## src/rtl/aria_rk_gen.sv

```systemverilog
// ARIA round-key generator: streams ek_1..ek_nk (or the diffusion-transformed decryption
// order when ARIA_RKGEN_DEC_EN is defined) over a valid/ready handshake.
module aria_rk_gen (
  input  logic         clk,
  input  logic         rst_n,
  input  logic         start,
  input  logic         clr,
  input  logic [1:0]   st_ksize,
  input  logic         flg_dec,
  input  logic [127:0] w0,
  input  logic [127:0] w1,
  input  logic [127:0] w2,
  input  logic [127:0] w3,
  output logic         rk_valid,
  input  logic         rk_ready,
  output logic [127:0] rk_data,
  output logic [4:0]   rk_idx,
  output logic         busy,
  output logic         done
);

  typedef enum logic [1:0] {S_IDLE, S_RUN, S_DONE} state_t;

  state_t             state_q;
  logic [3:0][127:0]  w_q;
  logic [4:0]         nk_q;
  logic               rk_valid_q;
  logic [127:0]       rk_data_q;
  logic [4:0]         rk_idx_q;
  logic               busy_q;
  logic               done_q;

  logic [3:0][127:0]  w_in;
  logic [4:0]         nk_d;
  logic [4:0]         idx_inc;
  logic               xfer;
  logic [127:0]       first_key;
  logic [127:0]       next_key;

  // ek_i for i = 1..17; the word pair and rotation come straight from the index
  function automatic logic [127:0] ek_fn(input logic [3:0][127:0] w, input logic [4:0] i);
    logic [4:0]   jm;
    logic [1:0]   g;
    logic [1:0]   k;
    logic [127:0] wa;
    logic [127:0] wb;
    logic [127:0] rot;
    jm  = i - 5'd1;
    g   = jm[3:2];
    k   = jm[1:0];
    wa  = w[k];
    wb  = w[k + 2'd1];
    case (g)
      2'd0:    rot = {wb[18:0], wb[127:19]};
      2'd1:    rot = {wb[30:0], wb[127:31]};
      2'd2:    rot = {wb[66:0], wb[127:67]};
      default: rot = {wb[96:0], wb[127:97]};
    endcase
    if (i == 5'd17) begin
      ek_fn = w[0] ^ {w[1][108:0], w[1][127:109]};
    end else begin
      ek_fn = wa ^ rot;
    end
  endfunction

`ifdef ARIA_RKGEN_DEC_EN
  logic        dec_q;
  logic [4:0]  sel_idx;
  logic [127:0] ek_sel;

  // ARIA diffusion layer A; b[0] is the most significant byte
  function automatic logic [127:0] a_layer(input logic [127:0] x);
    logic [0:15][7:0] b;
    b = x;
    a_layer = {
      b[3] ^ b[4] ^ b[6] ^ b[8]  ^ b[9]  ^ b[13] ^ b[14],
      b[2] ^ b[5] ^ b[7] ^ b[8]  ^ b[9]  ^ b[12] ^ b[15],
      b[1] ^ b[4] ^ b[6] ^ b[10] ^ b[11] ^ b[12] ^ b[15],
      b[0] ^ b[5] ^ b[7] ^ b[10] ^ b[11] ^ b[13] ^ b[14],
      b[0] ^ b[2] ^ b[5] ^ b[8]  ^ b[11] ^ b[14] ^ b[15],
      b[1] ^ b[3] ^ b[4] ^ b[9]  ^ b[10] ^ b[14] ^ b[15],
      b[0] ^ b[2] ^ b[7] ^ b[9]  ^ b[10] ^ b[12] ^ b[13],
      b[1] ^ b[3] ^ b[6] ^ b[8]  ^ b[11] ^ b[12] ^ b[13],
      b[0] ^ b[1] ^ b[4] ^ b[7]  ^ b[10] ^ b[13] ^ b[15],
      b[0] ^ b[1] ^ b[5] ^ b[6]  ^ b[11] ^ b[12] ^ b[14],
      b[2] ^ b[3] ^ b[5] ^ b[6]  ^ b[8]  ^ b[13] ^ b[15],
      b[2] ^ b[3] ^ b[4] ^ b[7]  ^ b[9]  ^ b[12] ^ b[14],
      b[1] ^ b[2] ^ b[6] ^ b[7]  ^ b[9]  ^ b[11] ^ b[12],
      b[0] ^ b[3] ^ b[6] ^ b[7]  ^ b[8]  ^ b[10] ^ b[13],
      b[0] ^ b[3] ^ b[4] ^ b[5]  ^ b[9]  ^ b[11] ^ b[14],
      b[1] ^ b[2] ^ b[4] ^ b[5]  ^ b[8]  ^ b[10] ^ b[15]
    };
  endfunction

  // Decryption: first key is ek_nk, last is ek_1, the middle ones go through A
  always_comb begin
    first_key = ek_fn(w_in, flg_dec ? nk_d : 5'd1);
    if (dec_q) begin
      sel_idx = (idx_inc == nk_q) ? 5'd1 : (nk_q - rk_idx_q);
    end else begin
      sel_idx = idx_inc;
    end
    ek_sel   = ek_fn(w_q, sel_idx);
    next_key = (dec_q && (idx_inc != nk_q)) ? a_layer(ek_sel) : ek_sel;
  end
`else
  logic unused_flg_dec;
  assign unused_flg_dec = flg_dec;

  always_comb begin
    first_key = ek_fn(w_in, 5'd1);
    next_key  = ek_fn(w_q, idx_inc);
  end
`endif

  assign w_in    = {w3, w2, w1, w0};
  assign idx_inc = rk_idx_q + 5'd1;
  assign xfer    = rk_valid_q & rk_ready;

  always_comb begin
    case (st_ksize)
      2'b10:   nk_d = 5'd15;
      2'b11:   nk_d = 5'd17;
      default: nk_d = 5'd13;
    endcase
  end

  always_ff @(posedge clk or negedge rst_n) begin
    if (!rst_n) begin
      state_q    <= S_IDLE;
      w_q        <= '0;
      nk_q       <= 5'd13;
      rk_valid_q <= 1'b0;
      rk_data_q  <= '0;
      rk_idx_q   <= '0;
      busy_q     <= 1'b0;
      done_q     <= 1'b0;
`ifdef ARIA_RKGEN_DEC_EN
      dec_q      <= 1'b0;
`endif
    end else if (clr) begin
      state_q    <= S_IDLE;
      rk_valid_q <= 1'b0;
      rk_data_q  <= '0;
      rk_idx_q   <= '0;
      busy_q     <= 1'b0;
      done_q     <= 1'b0;
    end else begin
      case (state_q)
        S_IDLE: begin
          done_q <= 1'b0;
          if (start) begin
            w_q        <= w_in;
            nk_q       <= nk_d;
`ifdef ARIA_RKGEN_DEC_EN
            dec_q      <= flg_dec;
`endif
            rk_idx_q   <= 5'd1;
            rk_data_q  <= first_key;
            rk_valid_q <= 1'b1;
            busy_q     <= 1'b1;
            state_q    <= S_RUN;
          end
        end
        S_RUN: begin
          if (xfer) begin
            if (rk_idx_q == nk_q) begin
              rk_valid_q <= 1'b0;
              done_q     <= 1'b1;
              state_q    <= S_DONE;
            end else begin
              rk_idx_q  <= idx_inc;
              rk_data_q <= next_key;
            end
          end
        end
        S_DONE: begin
          done_q  <= 1'b0;
          busy_q  <= 1'b0;
          state_q <= S_IDLE;
        end
        default: state_q <= S_IDLE;
      endcase
    end
  end

  assign rk_valid = rk_valid_q;
  assign rk_data  = rk_data_q;
  assign rk_idx   = rk_idx_q;
  assign busy     = busy_q;
  assign done     = done_q;

endmodule

```

## config.mk

```make
export PLATFORM = sky130hd
export DESIGN_NAME = aria_rk_gen
export DESIGN_NICKNAME = d
export VERILOG_FILES = /design/src/rtl/aria_rk_gen.sv
export SDC_FILE = /design/constraint.sdc
export NUM_CORES = 2
export LEC_CHECK = 0
export BUFFER_PORTS_ARGS = -buffer_cell sky130_fd_sc_hd__buf_2
export CAP_MARGIN = 20
export CORE_MARGIN = 2
export CORE_UTILIZATION = 62
export DETAILED_ROUTE_END_ITERATION = 6
export PLACE_DENSITY = 0.87
export SLEW_MARGIN = 20
export SYNTH_ARGS = -nofsm -noshare
export SYNTH_HDL_FRONTEND = slang
export SYNTH_SLANG_ARGS = --single-unit
```

## constraint.sdc

```tcl
create_clock -name clk -period 6.3 [get_ports clk]
set_input_delay 0.945 -clock clk [delete_from_list [all_inputs] [get_ports clk]]
set_output_delay 0.945 -clock clk [all_outputs]
set_load 0.02 [all_outputs]
```

==> metrics.md <==
| Metric | Value |
|---|---|
| Avg WL per Cell | 32.66 µm |
| # DRC | 0 |
| Final Wtd Congestion | 1.133 |
| Async set or reset register ratio after synthesis | 1.000 |
| Routed via count | 41450 |
| First-pass GRT wire length | 270.4 mm |
| Data required, critical path | 6.81 ns |
| Endpoints failing setup | 0 |
| Routed Wire Length | 192.1 mm |
| TritonCTS Sinks | 653 |
| Flops & latches, synth | 653 |
| Clk buf depth | 3 |
| Die area | 66310 µm² |
| Seq/Total Area, Yosys | 0.4102 |
| Postcts setup bufs | 0 |
| Cell area after synthesis | 39840 µm² |
| Status | completed |
| Peak Freq | 0.1983 GHz |
| Die Span Y | 257.5 µm |
| CP arrival | 5.55 ns |
| Internal reg-to-reg setup slack | 1.26 ns |
| P_leak | 22.26 nW |
| Worst Max-Slew Pin Slew | 1.132 ns |
| Layout fillers | 4416 |
| Mapped Cells | 4508 |
| RSZ-0062 raised after global routing | no |
| Share of cells above drive strength 1 | 0.2288 |
| FF+latch area | 16350 µm² |
| Setup ws final | 1.257 ns |
| Pre-Repair DR Iteration Count | 6 |
| Commonest non-fill, non-tap cells in the layout | nand2_1, buf_2, dfrtp_1 |
| Library cells used by synthesis | 50 |
| TritonCTS buffer count | 72 |
| CTS tree | yes |
| Clk root buf | clkbuf_16 |
| Max transition margin | 0.2237 |
| Clk slew on worst S/H paths | 0.06 ns |
| Min Hold Slack | 0.3542 ns |
| Net Count, Synth | 5030 |
| Kind of critical path | flop to flop |
| Die width | 257.5 µm |
| Clk_skew | 0.03453 ns |
| R2R Path Start | rk_idx[0] |
| Setup crit start kind | flop |
| Final Hold Fails | 0 |
| Drt first-iter violations | 7998 |
| Hpwl dp | 141.7 mm |
| Yosys top cell area share | 0.4095 |
| Number of I/O port buffers | 654 |
| Layout Nets | 5485 |
| Max Cap Violations | 0 |
| Pwr/cell area | 336.4 nW/µm² |
| Ys flop type | dfrtp_1 |
| Top cells by area, synth | dfrtp_1, nand2_1, mux4_2 |
| Total power | 15.50 mW |
| Row cnt | 92 |
| Final ANT Viol Nets | 0 |
| Gr ovfl total | 0 |
| EDFF count, synth | 0 |
| Worst setup slack after placement | 1.652 ns |
| Skew-Pair Late Insertion Delay | 0.67 ns |
| Largest net degree at the start of global routing | 173 |
| Synth area leader | dfrtp_1 |
| Ports | 656 |
| Clock H-tree levels | 3 |
| Starting density of the core | 0.6293 |
| # hold bufs at CTS | 0 |
| Register-to-Register Path Depth | 10 |
| Period Utilization, post-route | 0.8005 |
| Worst min path class | primary input to async pin |
| Max rail drop VDD | 226.4 µV |
| Fin Setup TNS | 0 ns |
| PostCTS Resize Cnt | 0 |
| Vias/cell | 7.047 |
| Syn-to-layout area delta | 15.63% |
| Total GRT Usage | 0.5747 |
| Fin crit period | 5.043 ns |
| Multi-input gate area | 22190 µm² |
| Core box area | 63310 µm² |
| Reg2reg end | rk_data[38] |
| Mean Syn Cell Area | 8.838 µm² |
| Vias in the first global route | 39170 |
| Worst setup EP type | flop |
| Slew Viols, Final | 0 |
| Most common cell after layout, fill and taps aside | nand2_1 |
| Yosys warnings | 0 |
| Crit path max fanout | 40 |
| Initial antenna violation count | 20 |
## sequential cells by signal, indices dropped and copies added (netlist names)
register and cells:
w_q 512, rk_data 128, rk_idx 5, nk_q 3, state_q 2, busy 1, done 1, rk_valid 1
## layout make-up
cell class	count	area share
clock buffers	99	0.04413
repair buffers	703	0.08538
clock inverters	29	0.009614
diodes	19	0.001032
multi-input cells	3530	0.4817
well taps	846	0.02298
flip-flops and latches	653	0.3549
inverters	3	0.0002716
## worst max path at each step
stage	cells after the start	end	slack, ns	start
4_1_cts	10	rk_data[38]	1.63	rk_idx[0]
2_1_floorplan	11	rk_data[65]	3.06	rk_idx[1]
3_5_place_dp	10	rk_data[38]	1.65	rk_idx[0]
3_3_place_gp	10	rk_data[38]	1.72	rk_idx[0]
6_report	10	rk_data[38]	1.26	rk_idx[0]
5_1_grt	10	rk_data[38]	1.23	rk_idx[0]
## metal layers
metal,track usage,vias up,wire length [µm]
li1,-,16350,-
met1,0.7033,19740,60950
met2,0.8132,4230,78900
met3,0.2271,1125,31610
met4,0.4541,6,20630
met5,0,-,39
## power breakdown
| part | leakage [nW] | total (mW) | switching [mW] | internal (mW) |
|---|---|---|---|---|
| Sequential | 8.25 | 5.94 | 1.11 | 4.83 |
| Combinational | 12.8 | 5.05 | 3.15 | 1.91 |
| Clock | 1.21 | 4.50 | 1.92 | 2.58 |
## metrics by stage
step / utilization / instance area, µm² / cells
6_report: 0.7277 / 46070 / 5882
4_1_cts: 0.7265 / 46000 / 5862
3_5_place_dp: 0.6874 / 43520 / 5734
3_3_place_gp: 0.6874 / 43520 / 5734
5_1_grt: 0.7272 / 46040 / 5869
2_1_floorplan: - / 39840 / 4508
## worst max-delay path: stages, from the launching register on
cell and delay [ns]:
dfrtp_4 0.73, inv_1 0.19, ha_4 0.68, nand4bb_1 0.26, a211o_1 0.18, nand4_1 0.80
buf_4 0.49, and3_1 0.19, or4_1 0.49, a31oi_1 0.74, o31ai_1 0.13
## Yosys cell counts (all sizes together) (2+ instances only)
cell type,instances
nand2,1920
dfrtp,652
mux4,260
o21ai,231
clkbuf,208
xor2,155
a21oi,145
nor2,137
xnor2,127
o31ai,115
buf,114
a31oi,88
mux2i,55
or3,48
nand3,38
mux2,36
or4,35
and3,30
o221ai,23
a31o,20
nand4,18
nand2b,5
a32o,4
nor2b,4
nor3,4
o21bai,4
or3b,4
and2,3
nand3b,3
a32oi,2
and4,2
ha,2
inv,2
o2111ai,2
o21a,2
## cell families after synthesis
group | count (synthesis) | synth area share
buffers and inverters | 325 | 0.03476
and+or+nand+nor | 2255 | 0.2254
muxes | 351 | 0.1710
DFF | 653 | 0.4102
AOI/OAI and AO/OA | 640 | 0.09613
adders and majority gates | 2 | 0.0006280
xor gates and xnor gates | 282 | 0.06199
(Power assumes the default switching activity.)
